===== config.mk =====
export PLATFORM = sky130hd
export DESIGN_NAME = uart_tx_arbiter
export DESIGN_NICKNAME = d
export VERILOG_FILES = /design/src/rtl/uart_tx_arbiter.sv
export SDC_FILE = /design/constraint.sdc
export NUM_CORES = 1
export LEC_CHECK = 0
export ABC_CLOCK_PERIOD_IN_PS = 1700
export CORE_ASPECT_RATIO = 1.75
export CORE_UTILIZATION = 35
export CTS_CLUSTER_DIAMETER = 200
export DETAILED_ROUTE_END_ITERATION = 10
export PLACE_DENSITY = 0.66
export SLEW_MARGIN = 20
export SYNTH_ARGS = -nofsm -noshare
export SYNTH_HDL_FRONTEND = slang
export SYNTH_SLANG_ARGS = --single-unit

===== constraint.sdc =====
create_clock -name clock -period 1.7 [get_ports clock]
set_input_delay 0.34 -clock clock [delete_from_list [all_inputs] [get_ports clock]]
set_output_delay 0.34 -clock clock [all_outputs]
set_load 0.05 [all_outputs]

===== src/rtl/uart_tx_arbiter.sv =====
// Round-robin arbiter sharing one UART transmitter between NUM_REQ byte-stream requesters.
// Latency: grant one cycle after a request in IDLE, tx_start one cycle after the byte is accepted.
// Backpressure: req_ready follows the owner's req_valid only in SEND; everyone else waits, no preemption.
module uart_tx_arbiter #(
  parameter int NUM_REQ       = 4,
  parameter int MAX_BURST     = 16,
  parameter int STALL_TIMEOUT = 64
) (
  input  logic                   clock,
  input  logic                   reset_n,
  input  logic [NUM_REQ-1:0]     req_valid,
  input  logic [8*NUM_REQ-1:0]   req_byte,
  input  logic [NUM_REQ-1:0]     req_last,
  output logic [NUM_REQ-1:0]     req_ready,
  output logic [NUM_REQ-1:0]     grant,
  output logic                   tx_start,
  output logic [7:0]             tx_byte,
  input  logic                   tx_done,
  output logic                   busy
);

  localparam int IDXW = (NUM_REQ > 1) ? $clog2(NUM_REQ) : 1;

  typedef enum logic [1:0] {IDLE, SEND, WAIT_DONE} state_t;

  state_t                     state, state_nxt;
  logic [IDXW-1:0]            owner;
  logic [IDXW-1:0]            rr_ptr;
  logic [IDXW-1:0]            sel_idx;
  logic [IDXW-1:0]            cand;
  logic                       sel_vld;
  logic [7:0]                 byte_cnt;
  logic [7:0]                 stall_cnt;
  logic                       end_flag;
  logic                       accept;
  logic                       release_grant;
  logic                       take_grant;
  logic [NUM_REQ-1:0][7:0]    byte_arr;

  assign byte_arr = req_byte;
  assign busy     = (state != IDLE);

  // Pick the first valid requester at or after rr_ptr, wrapping around.
  always_comb begin
    sel_vld = 1'b0;
    sel_idx = '0;
    cand    = '0;
    for (int i = 0; i < NUM_REQ; i++) begin
      cand = IDXW'((int'(rr_ptr) + i) % NUM_REQ);
      if (!sel_vld && req_valid[cand]) begin
        sel_vld = 1'b1;
        sel_idx = cand;
      end
    end
  end

  // Next-state and control strobes; req_ready is only ever the owner's valid while in SEND.
  always_comb begin
    state_nxt     = state;
    req_ready     = '0;
    accept        = 1'b0;
    release_grant = 1'b0;
    take_grant    = 1'b0;
    case (state)
      IDLE: begin
        if (sel_vld) begin
          take_grant = 1'b1;
          state_nxt  = SEND;
        end
      end
      SEND: begin
        req_ready[owner] = req_valid[owner];
        if (req_valid[owner]) begin
          accept    = 1'b1;
          state_nxt = WAIT_DONE;
        end else if (stall_cnt == 8'(STALL_TIMEOUT - 1)) begin
          release_grant = 1'b1;
          state_nxt     = IDLE;
        end
      end
      WAIT_DONE: begin
        // A done pulse coincident with our own start pulse cannot belong to this frame.
        if (tx_done && !tx_start) begin
          if (end_flag || (byte_cnt == 8'(MAX_BURST))) begin
            release_grant = 1'b1;
            state_nxt     = IDLE;
          end else begin
            state_nxt = SEND;
          end
        end
      end
      default: state_nxt = IDLE;
    endcase
    // Nothing may be accepted on a cycle that reset is about to wipe out.
    if (!reset_n) begin
      req_ready = '0;
    end
  end

  // State register.
  always_ff @(posedge clock) begin
    if (!reset_n) begin
      state <= IDLE;
    end else begin
      state <= state_nxt;
    end
  end

  // Grant, transmit byte, counters and round-robin pointer.
  always_ff @(posedge clock) begin
    if (!reset_n) begin
      grant     <= '0;
      owner     <= '0;
      rr_ptr    <= '0;
      tx_start  <= 1'b0;
      tx_byte   <= '0;
      byte_cnt  <= '0;
      stall_cnt <= '0;
      end_flag  <= 1'b0;
    end else begin
      tx_start <= accept;
      if (take_grant) begin
        grant     <= NUM_REQ'(1) << sel_idx;
        owner     <= sel_idx;
        byte_cnt  <= '0;
        stall_cnt <= '0;
      end
      if (accept) begin
        tx_byte   <= byte_arr[owner];
        byte_cnt  <= byte_cnt + 8'd1;
        end_flag  <= req_last[owner];
        stall_cnt <= '0;
      end else if (state == SEND) begin
        stall_cnt <= stall_cnt + 8'd1;
      end
      if (release_grant) begin
        grant  <= '0;
        rr_ptr <= (owner == IDXW'(NUM_REQ - 1)) ? '0 : owner + 1'b1;
      end
    end
  end

endmodule


==> key figures <==
Outcome
  – Status: complete, but fails checks
  – Failing checks: negative setup slack

Synthesis
  – Post-synthesis register bit count: 36
  – Avg Cell Area, Syn: ~9.3 um2
  – Leading area contributor after synthesis: dfxtp_1
  – Syn Nets: 283
  – Seq/Total Area, Yosys: 0.3384
  – Adder-cell share of the synthesized area: 0.06463
  – Top post-synthesis cells by area: dfxtp_1, mux4_2, ha_1
  – Synth warn: 0
  – Multiplexer share of the synthesized area: 0.1780
  – Simple-gate area share of the yosys netlist: 0.2274
  – Leading register cell type out of synthesis: dfxtp_1
  – Post-synthesis compound-gate area fraction: 0.1381
  – Largest family of logic cells by synthesized area: simple AND/OR/NAND/NOR gates
  – Mapped Cells: about 230
  – Post-synth EDFFs: 0
  – Top-area cell type share of the netlist area: 0.3384
  – Unique cell type count in the Yosys netlist: 50
  – Async set-reset flop share out of synthesis: 0
  – Synth Area in XOR/XNOR: 0.008226
  – Synth Cell Area: around 0.0021 mm2

Placed design
  – Post-place instance area: 0.003087 mm2
  – Hpwl dp: around 4200 um
  – GPL Wtd Cong: 0.8303
  – Placed instance count: about 390
  – # port buffers: 60

Detailed routing
  – DRT Pass-1 Iters: 4
  – Routed WL: approximately 5400 um
  – Routed len/inst: around 14 um
  – Residual DRC: 0
  – Total number of vias: 2078
  – Post-route antenna net violation count: 0
  – DRT iter0 DRCs: 53
  – Vias per std cell: between 5 and 6

Worst setup path
  – Arr. time, crit path: approximately 1.6 ns
  – Crit-path max FO: 5
  – Highest cell delay on the worst timing path: between 0.5 and 0.6 ns
  – CP Class: reg2out
  – Critical path's top delay family: multiplexers
  – Endpoint class of the critical path: output port
  – CP Buf/Inv Count: 2
  – Crit path max-delay cell type: mux4_2
  – CP Cell Sequence: mux4_2 -> nand3_4 -> inv_4 -> and2_4 -> buf_12
  – Crit path launch type: flip-flop
  – CP required: 1.36 ns

Pwr
  – Sw power: between 0.001 and 0.0015 W
  – Logic gate share of total power: 0.438
  – Switching share of power: 0.3367
  – Part of the power in registers: 0.275
  – Worst-case vdd ir drop: between 600 and 700 uV
  – Power Density: 1105 mW/mm2
  – Cell-internal power: between 0.002 and 0.0025 W
  – Leakage: 1.397 nW
  – Clock Power Share: 0.287

Die
  – Ports: slightly above 60
  – Core area: a little under 0.006 mm2
  – Die Y: about 110 um
  – Die Width: a little over 60 um
  – Die ar.: approximately 0.0064 mm2
  – # rows: 37
  – Starting Density: 0.3622

Hold path
  – Hold WC Path Type: reg2reg

Layout
  – Final instance area: ~0.0033 mm2
  – Post-route insts no fill: between 400 and 500
  – Commonest non-fill, non-tap cell in the layout: buf_4
  – Antenna cell count: 0
  – Layout cells sized above 1: 0.3096
  – Layout area overhead: 55.41%
  – Most frequent cells in the layout: buf_4, clkdlybuf4s50_1, dfxtp_1
  – FILL cells: 541
  – Fin nets: 376

STA
  – Final Worst Setup Slack: -0.2790 ns
  – Setup violators final: 4
  – Pins Over Slew Limit: 0
  – Slew @ Worst Pin: 0.3386 ns
  – Clock skew: roughly 0.010 ns
  – Slew margin rel.: 0.7743
  – Final hold vios: 0
  – Post-layout minimum cycle time: roughly 2.0 ns
  – RSZ-0062 raised after global routing: true
  – Fmax: between 500 and 600 MHz
  – Period utilisation layout: 1.164

Clock network
  – Clk buf depth: 2
  – CTS Sinks: 36
  – Hold buffers post-CTS: 0
  – Num CTS Buffers: 5
  – CTS tree: built
  – H-tree depth: 2
  – Clk_lat worst skew: slightly below 0.3 ns
  – Root Buffer: clkbuf_8
  – Worst-path clk slew: roughly 0.080 ns

Job
  – Max_cap viols: 0

Global routing
  – Total GRT Usage: 0.1807
  – Largest net degree at the start of global routing: 16
  – Global-route wire length before repair: 8728 um
  – Initial antenna violation count: 0
  – Congestion Overflow GR: 0
  – Vias in the first global route: between 2k and 2.5k
[power by group through the flow]
stage                     Sequential (W)  Combinational (W)  Clock, W
after floorplan                  0.00120           0.000729         0
after global placement           0.00101            0.00155         0
after detailed placement         0.00102            0.00156         0
after CTS                        0.00100            0.00158   0.00106
after global routing             0.00102            0.00172   0.00111
final                            0.00101            0.00160   0.00105
[registers in the layout, summed over array words and instances, names as in the netlist]
register	cells
grant	4
owner	2
end_flag	1
rr_ptr	2
state	2
stall_cnt	8
tx_byte	8
byte_cnt	8
tx_start	1
[metal layers]
metal | track usage | vias to the layer above | part of all wire
met5 | 0 | - | 0
met3 | 0.03094 | 12 | 0.035
li1 | - | 1012 | -
met2 | 0.3414 | 63 | 0.56
met4 | 0.08279 | 0 | 0.028
met1 | 0.1771 | 991 | 0.37
[worst register-to-register path, delay by kind of cell, from the launching register on]
kind	cells	cell delay, ns
and+or+nand+nor	3	0.72
DFF	1	0.36
buffers and inverters	1	0.26
AOI/OAI and AO/OA	2	0.25
[cell families (layout without fill, tap and decap cells)]
group | count (synthesis) | after routing
fa+ha+maj | 11 | 11
buf+inv | 22 | 116
xor+xnor | 2 | 2
simple gates | 91 | 91
mux | 25 | 25
compound gates | 42 | 42
flops | 36 | 36
[path summary, 6_finish.rpt]
| check | startpoint | endpoint | slack, ns | cells after the start |
|---|---|---|---|---|
| setup reg to reg | owner[0]$_SDFFE_PN0P_ | rr_ptr[0]$_SDFFE_PN0P_ | 0.01 | 6 |
| hold reg to reg | grant[0]$_SDFFE_PP0P_ | grant[0]$_SDFFE_PP0P_ | 0.46 | 2 |
| setup / recovery | owner[0]$_SDFFE_PN0P_ | req_ready[0] | -0.28 | 5 |
| hold / removal | grant[0]$_SDFFE_PP0P_ | grant[0]$_SDFFE_PP0P_ | 0.46 | 2 |
[area by class of cell]
class	count	area, um2	area share
sequential	36	726.9	0.2197
clock inverter	3	90.09	0.02722
inverter	13	51.30	0.01550
clock buffer	5	68.82	0.02079
timing repair buffer	95	888.4	0.2684
tap	78	97.59	0.02949
multi-input combinational	171	1386	0.4189
[repair_timing]
action,CTS,global route
resized for setup,7,13
setup endpoints to repair,33,27
buffers inserted,0,2
pin swaps,3,6
[synth_stat cells (3+ instances only)]
master	number
nand2b_1	4
nand2_1	21
mux2i_1	12
nor2_1	22
a31oi_1	5
ha_1	11
mux4_2	10
a21oi_1	10
clkbuf_1	3
and2_1	6
dfxtp_1	36
o21ai_0	7
nand3_1	11
nand4_1	3
mux2_2	3
o211a_1	3
buf_2	5
and3_1	4
o211ai_1	4
inv_1	11
nor2b_1	4
[through the flow]
step	worst slack (ns)	setup TNS (ns)	hold slack, ns	total power (W)	utilization
finish	-0.2790	-1.112	0.4578	0.003657	0.5629
global route	-0.3241	-1.877	0.4804	0.003848	0.5629
CTS	-0.2827	-1.126	0.4603	0.003639	0.5518
detailed placement	-0.4946	-15.16	0.4478	0.002581	0.5250
global placement	-0.4803	-14.53	0.4411	0.002567	0.5250
floorplan	0.01670	0	0.4493	0.001929	-
Note: power is estimated with default switching activity, not from simulation.
==> RTL edit 1: new RTL, same flow settings <==
`NUM_REQ`: 4 -> 2.
--- a/src/rtl/uart_tx_arbiter.sv
+++ b/src/rtl/uart_tx_arbiter.sv
@@ -4,3 +4,3 @@
 module uart_tx_arbiter #(
-  parameter int NUM_REQ       = 4,
+  parameter int NUM_REQ       = 2,
   parameter int MAX_BURST     = 16,
Interface: changed (5 resized); port bits go from 61 to 37. The function was not compared with the original's and may differ.
==> RTL edit 1 against the unedited design <==
  * Worst setup slack gained 0.36 ns
  * Sequential cell count shrank 4
  * Final area shrank 29%
  * Power shrank 23%
  * Register-to-register slack gained 0.12 ns
  * First-iteration DRC count shrank 47%
  * Area after synthesis shrank 20%
  * Die area shrank 19%
  * Routed wire length shrank 30%
  * Critical path type unchanged
  * Critical endpoint unchanged
  * Highest routed layer unchanged
==> RTL edit 1: results (changes against the unedited design) <==
[status]
status=finished clean

[timing]
final.setup.tns_ns=0  ; +1.11 ns
worstMarginPinSlew_ns=0.374  ; +0.0350 ns
skew_ns=0.0112  ; +0.000796 ns

[placed_design]
post-dp-hpwl_um=2910  ; -31%
portBuffers=36  ; -40%
dpl-instance-area_um2=2220  ; -28%
gp_congestion=0.784  ; -5.6%

[setup_path]
cp.arrival_ns=1.28  ; -0.36 ns
cp_slowest_stage_delay_ns=0.33  ; -0.22 ns
reg2reg_depth=7  ; +1
cp_top_family=flip-flops
critPathSlowestCell=dfxtp_2

[logic_synthesis]
synth_top_cells_by_count=dfxtp_1, nand2_1, nor2_1
ys_seq_area_share_pct=37.5  ; +3.6 points
muxShareOfSynthArea_pct=7.76  ; -10 points
synth_fa_ha_area_share_pct=5.12  ; -1.3 points
synthArstFlopShare_pct=0  ; unchanged
yosys-top-cells-area=dfxtp_1, mux2i_1, ha_1
syn-num-nets=227  ; -20%
synth-compound-area-share_pct=16.3  ; +2.5 points
synth.distinct_cells=45  ; -10%
synth-xor-area-share_pct=2.05  ; +1.2 points

[layout]
nFillCells=479  ; -11%
seq_share_pct=27.6  ; +5.7 points
final_area_um2=2340  ; -29%
num-nonclk-inverters=9  ; -4
top_regs=byte_cnt: 8 flops, stall_cnt: 8 flops, tx_byte: 8 flops
buffer_area_share_pct=20.3  ; -6.5 points
multi_input_area_um2=1030  ; -26%
multi_input_gates=148  ; -13%
fin_nets=277  ; -26%
buffers_excl_clock=51  ; -46%
n_clock_buffer=6  ; +1
drive_gt1_share_pct=25.0  ; -6.0 points
clkCellAreaFrac_pct=3.96  ; -0.85 points
diodes=0  ; unchanged

[clock_network]
cts.sink_count=32  ; -11%

[route]
dr_total_vias=1519  ; -27%
drt-initial-drc-count=28  ; -47%
wl_um=3790  ; -30%

[global_routing]
grt_use_total_pct=18.0  ; -0.036 points
first_global_vias=1576  ; -23%
grt_pass1_wl_um=6820  ; -22%

[power_and_ir_drop]
comb_power_share_pct=46.3  ; +2.5 points
p_sw_share_pct=39.2  ; +5.5 points
p_clk_share_pct=21.4  ; -7.3 points
power_leakage_nw=0.921  ; -34%
irDropWorstVdd_uv=776  ; +22%

-- RTL edit 1: changes by cell type after synthesis, moves of 4 or more --
| cell | delta |
|---|---|
| mux4_2 | -10 |
| ha_1 | -4 |
| o211ai_1 | -4 |
| nand3_1 | -5 |
| dfxtp_1 | -4 |
| o21ai_0 | -5 |
| a31oi_1 | -5 |
| and2_1 | -4 |
| o21ai_1 | +15 |
| a21oi_1 | +6 |
-- RTL edit 1: cell families (layout without fill, tap and decap cells) --
group                    after synthesis  in the layout
AND/OR/NAND/NOR                       81             81
AO/OA/AOI/OAI                         44             44
flip-flops                            32             32
buffers and inverters                 17             68
multiplexers                          12             12
adder cells (fa/ha/maj)                7              7
XOR/XNOR                               4              4
-- RTL edit 1: worst paths after layout --
kind | startpoint | endpoint | slack [ns]
worst max-delay path | state[1] | req_ready[0] | 0.08
worst min-delay path | tx_byte[4] | tx_byte[4] | 0.45
worst max register to register | byte_cnt[0] | grant[0] | 0.13
worst min register to register | tx_byte[4] | tx_byte[4] | 0.45
-- RTL edit 1: stage by stage --
stage	utilization, %	power, mW	std cells	setup slack, ns
2_1_floorplan	-	1.76	197	-0.00575
3_3_place_gp	47.1	2.18	292	-0.184
3_5_place_dp	47.1	2.19	292	-0.231
4_1_cts	49.1	2.80	300	0.00766
5_1_grt	49.7	3.01	300	0.00559
6_report	49.7	2.82	300	0.0767
-- RTL edit 1: layer usage --
layer  up-vias  part of all wire, %  GRT usage, %
met5         -                    0             0
met4         0                  1.8          7.69
met3         6                  2.8          3.54
met2        24                   53          31.1
met1       710                   42          20.3
li1        779                    -             -
-- RTL edit 1: repair_timing --
item	CTS	global route
gates resized for setup	6	10
endpoints found under the setup margin	3	22
pin swaps	1	3
gates cloned	0	0
==> RTL edit 2: new RTL, same flow settings <==
Made on the original files. Reset style: asynchronous (`reset_n`), changed in 2 clocked blocks.
--- a/src/rtl/uart_tx_arbiter.sv
+++ b/src/rtl/uart_tx_arbiter.sv
@@ -100,3 +100,3 @@
   // State register.
-  always_ff @(posedge clock) begin
+  always_ff @(posedge clock or negedge reset_n) begin
     if (!reset_n) begin
@@ -109,3 +109,3 @@
   // Grant, transmit byte, counters and round-robin pointer.
-  always_ff @(posedge clock) begin
+  always_ff @(posedge clock or negedge reset_n) begin
     if (!reset_n) begin
Function: differs if reset_n is asserted again (counterexample within 4 cycles, from zero or initial values and one cycle with reset_n low); with reset_n held inactive, the same outputs for 10 cycles.
==> RTL edit 2 against the unedited design <==
  * The flow still finishes with violations (negative setup slack)
  * Worst setup slack got worse by 0.021 ns
  * Area after synthesis increased by 3.9%
  * Routed wire length increased by 17%
  * Non-clock buffer count increased by 15
  * Register-to-register slack got worse by 0.17 ns
  * Final area increased by 7.6%
  * Sequential cell count unchanged
  * Fmax decreased by 1.1%
  * Largest cell class unchanged
Power is not compared: it rests on default switching activity, and its combinational part moved more than twofold at a synthesized area within 25%.
==> RTL edit 2: results (changes against the unedited design) <==
[global_routing]
grt_pass1_wl_um=9390  ; +7.6%
first_global_vias=1990  ; -3.0%
grt_use_total_pct=17.9  ; -0.15 points
grt_max_degree=37  ; +21

[logic_synthesis]
avgSynthCellArea_um2=9.93  ; +6.7%
synth-compound-area-share_pct=13.1  ; -0.75 points
synth.distinct_cells=48  ; -4.0%
synth_top_cells_by_count=nand2_1, dfrtp_1, o21ai_0
synth-xor-area-share_pct=0.396  ; -0.43 points
synth_fa_ha_area_share_pct=6.22  ; -0.24 points
ys_seq_area_share_pct=40.7  ; +6.9 points
yosys-top-cells-area=dfrtp_1, mux4_2, nand2_1
synth.top_cell.area_share_pct=40.7  ; +6.9 points
synthCells=223  ; -2.6%

[layout]
fin_util_pct=58.0  ; +1.7 points
fin_nets=385  ; +2.4%
multi_input_gates=168  ; -1.8%
num-nonclk-inverters=10  ; -3
buffer_area_share_pct=28.5  ; +1.6 points
n_clock_buffer=6  ; +1
drive_gt1_share_pct=39.8  ; +8.8 points
buffers_excl_clock=110  ; +16%
nFillCells=499  ; -7.8%

[route]
wl_um=6310  ; +17%

[timing]
setup_ws_ns=-0.300  ; -0.0211 ns
setup_viol=16  ; +12
whs_ns=0.164  ; -0.294 ns
final.setup.tns_ns=-1.99  ; -0.880 ns
worstMarginPinSlew_ns=0.480  ; +0.141 ns

[status]
violations=negative setup slack
status=finished, violations left

[setup_path]
startpoint=owner[0]
cp.arrival_ns=1.66  ; +0.02 ns
reg2reg_slack_ns=-0.16  ; -0.17 ns
reg2reg_depth=9  ; +3

[placed_design]
dpl_worst_slack_ns=-0.388  ; +0.107 ns

[min_path]
hp-class=in -> async

## RTL edit 2: power groups by stage
| stage | registers (mW) | clock network (mW) | logic [mW] |
|---|---|---|---|
| after floorplan | 1.76 | 0 | 1.47 |
| after CTS | 1.29 | 0.673 | 3.17 |
| after detailed placement | 1.31 | 0 | 3.06 |
| after global routing | 1.34 | 0.691 | 3.88 |
| final | 1.31 | 0.648 | 3.63 |
| after global placement | 1.30 | 0 | 3.02 |
## RTL edit 2: layer usage
| metal | wire (um) | up-vias | track usage [%] |
|---|---|---|---|
| met5 | 0 | - | 0 |
| met3 | 146 | 11 | 2.87 |
| met2 | 3550 | 49 | 33.0 |
| met4 | 177 | 0 | 6.81 |
| met1 | 2440 | 1018 | 20.4 |
| li1 | - | 1007 | - |
## RTL edit 2: what timing repair did
action / in CTS / in global routing
pin swaps: 8 / 13
cloned: 0 / 1
setup endpoints to repair: 20 / 28
gates resized for setup: 23 / 49
setup buffers: 4 / 10
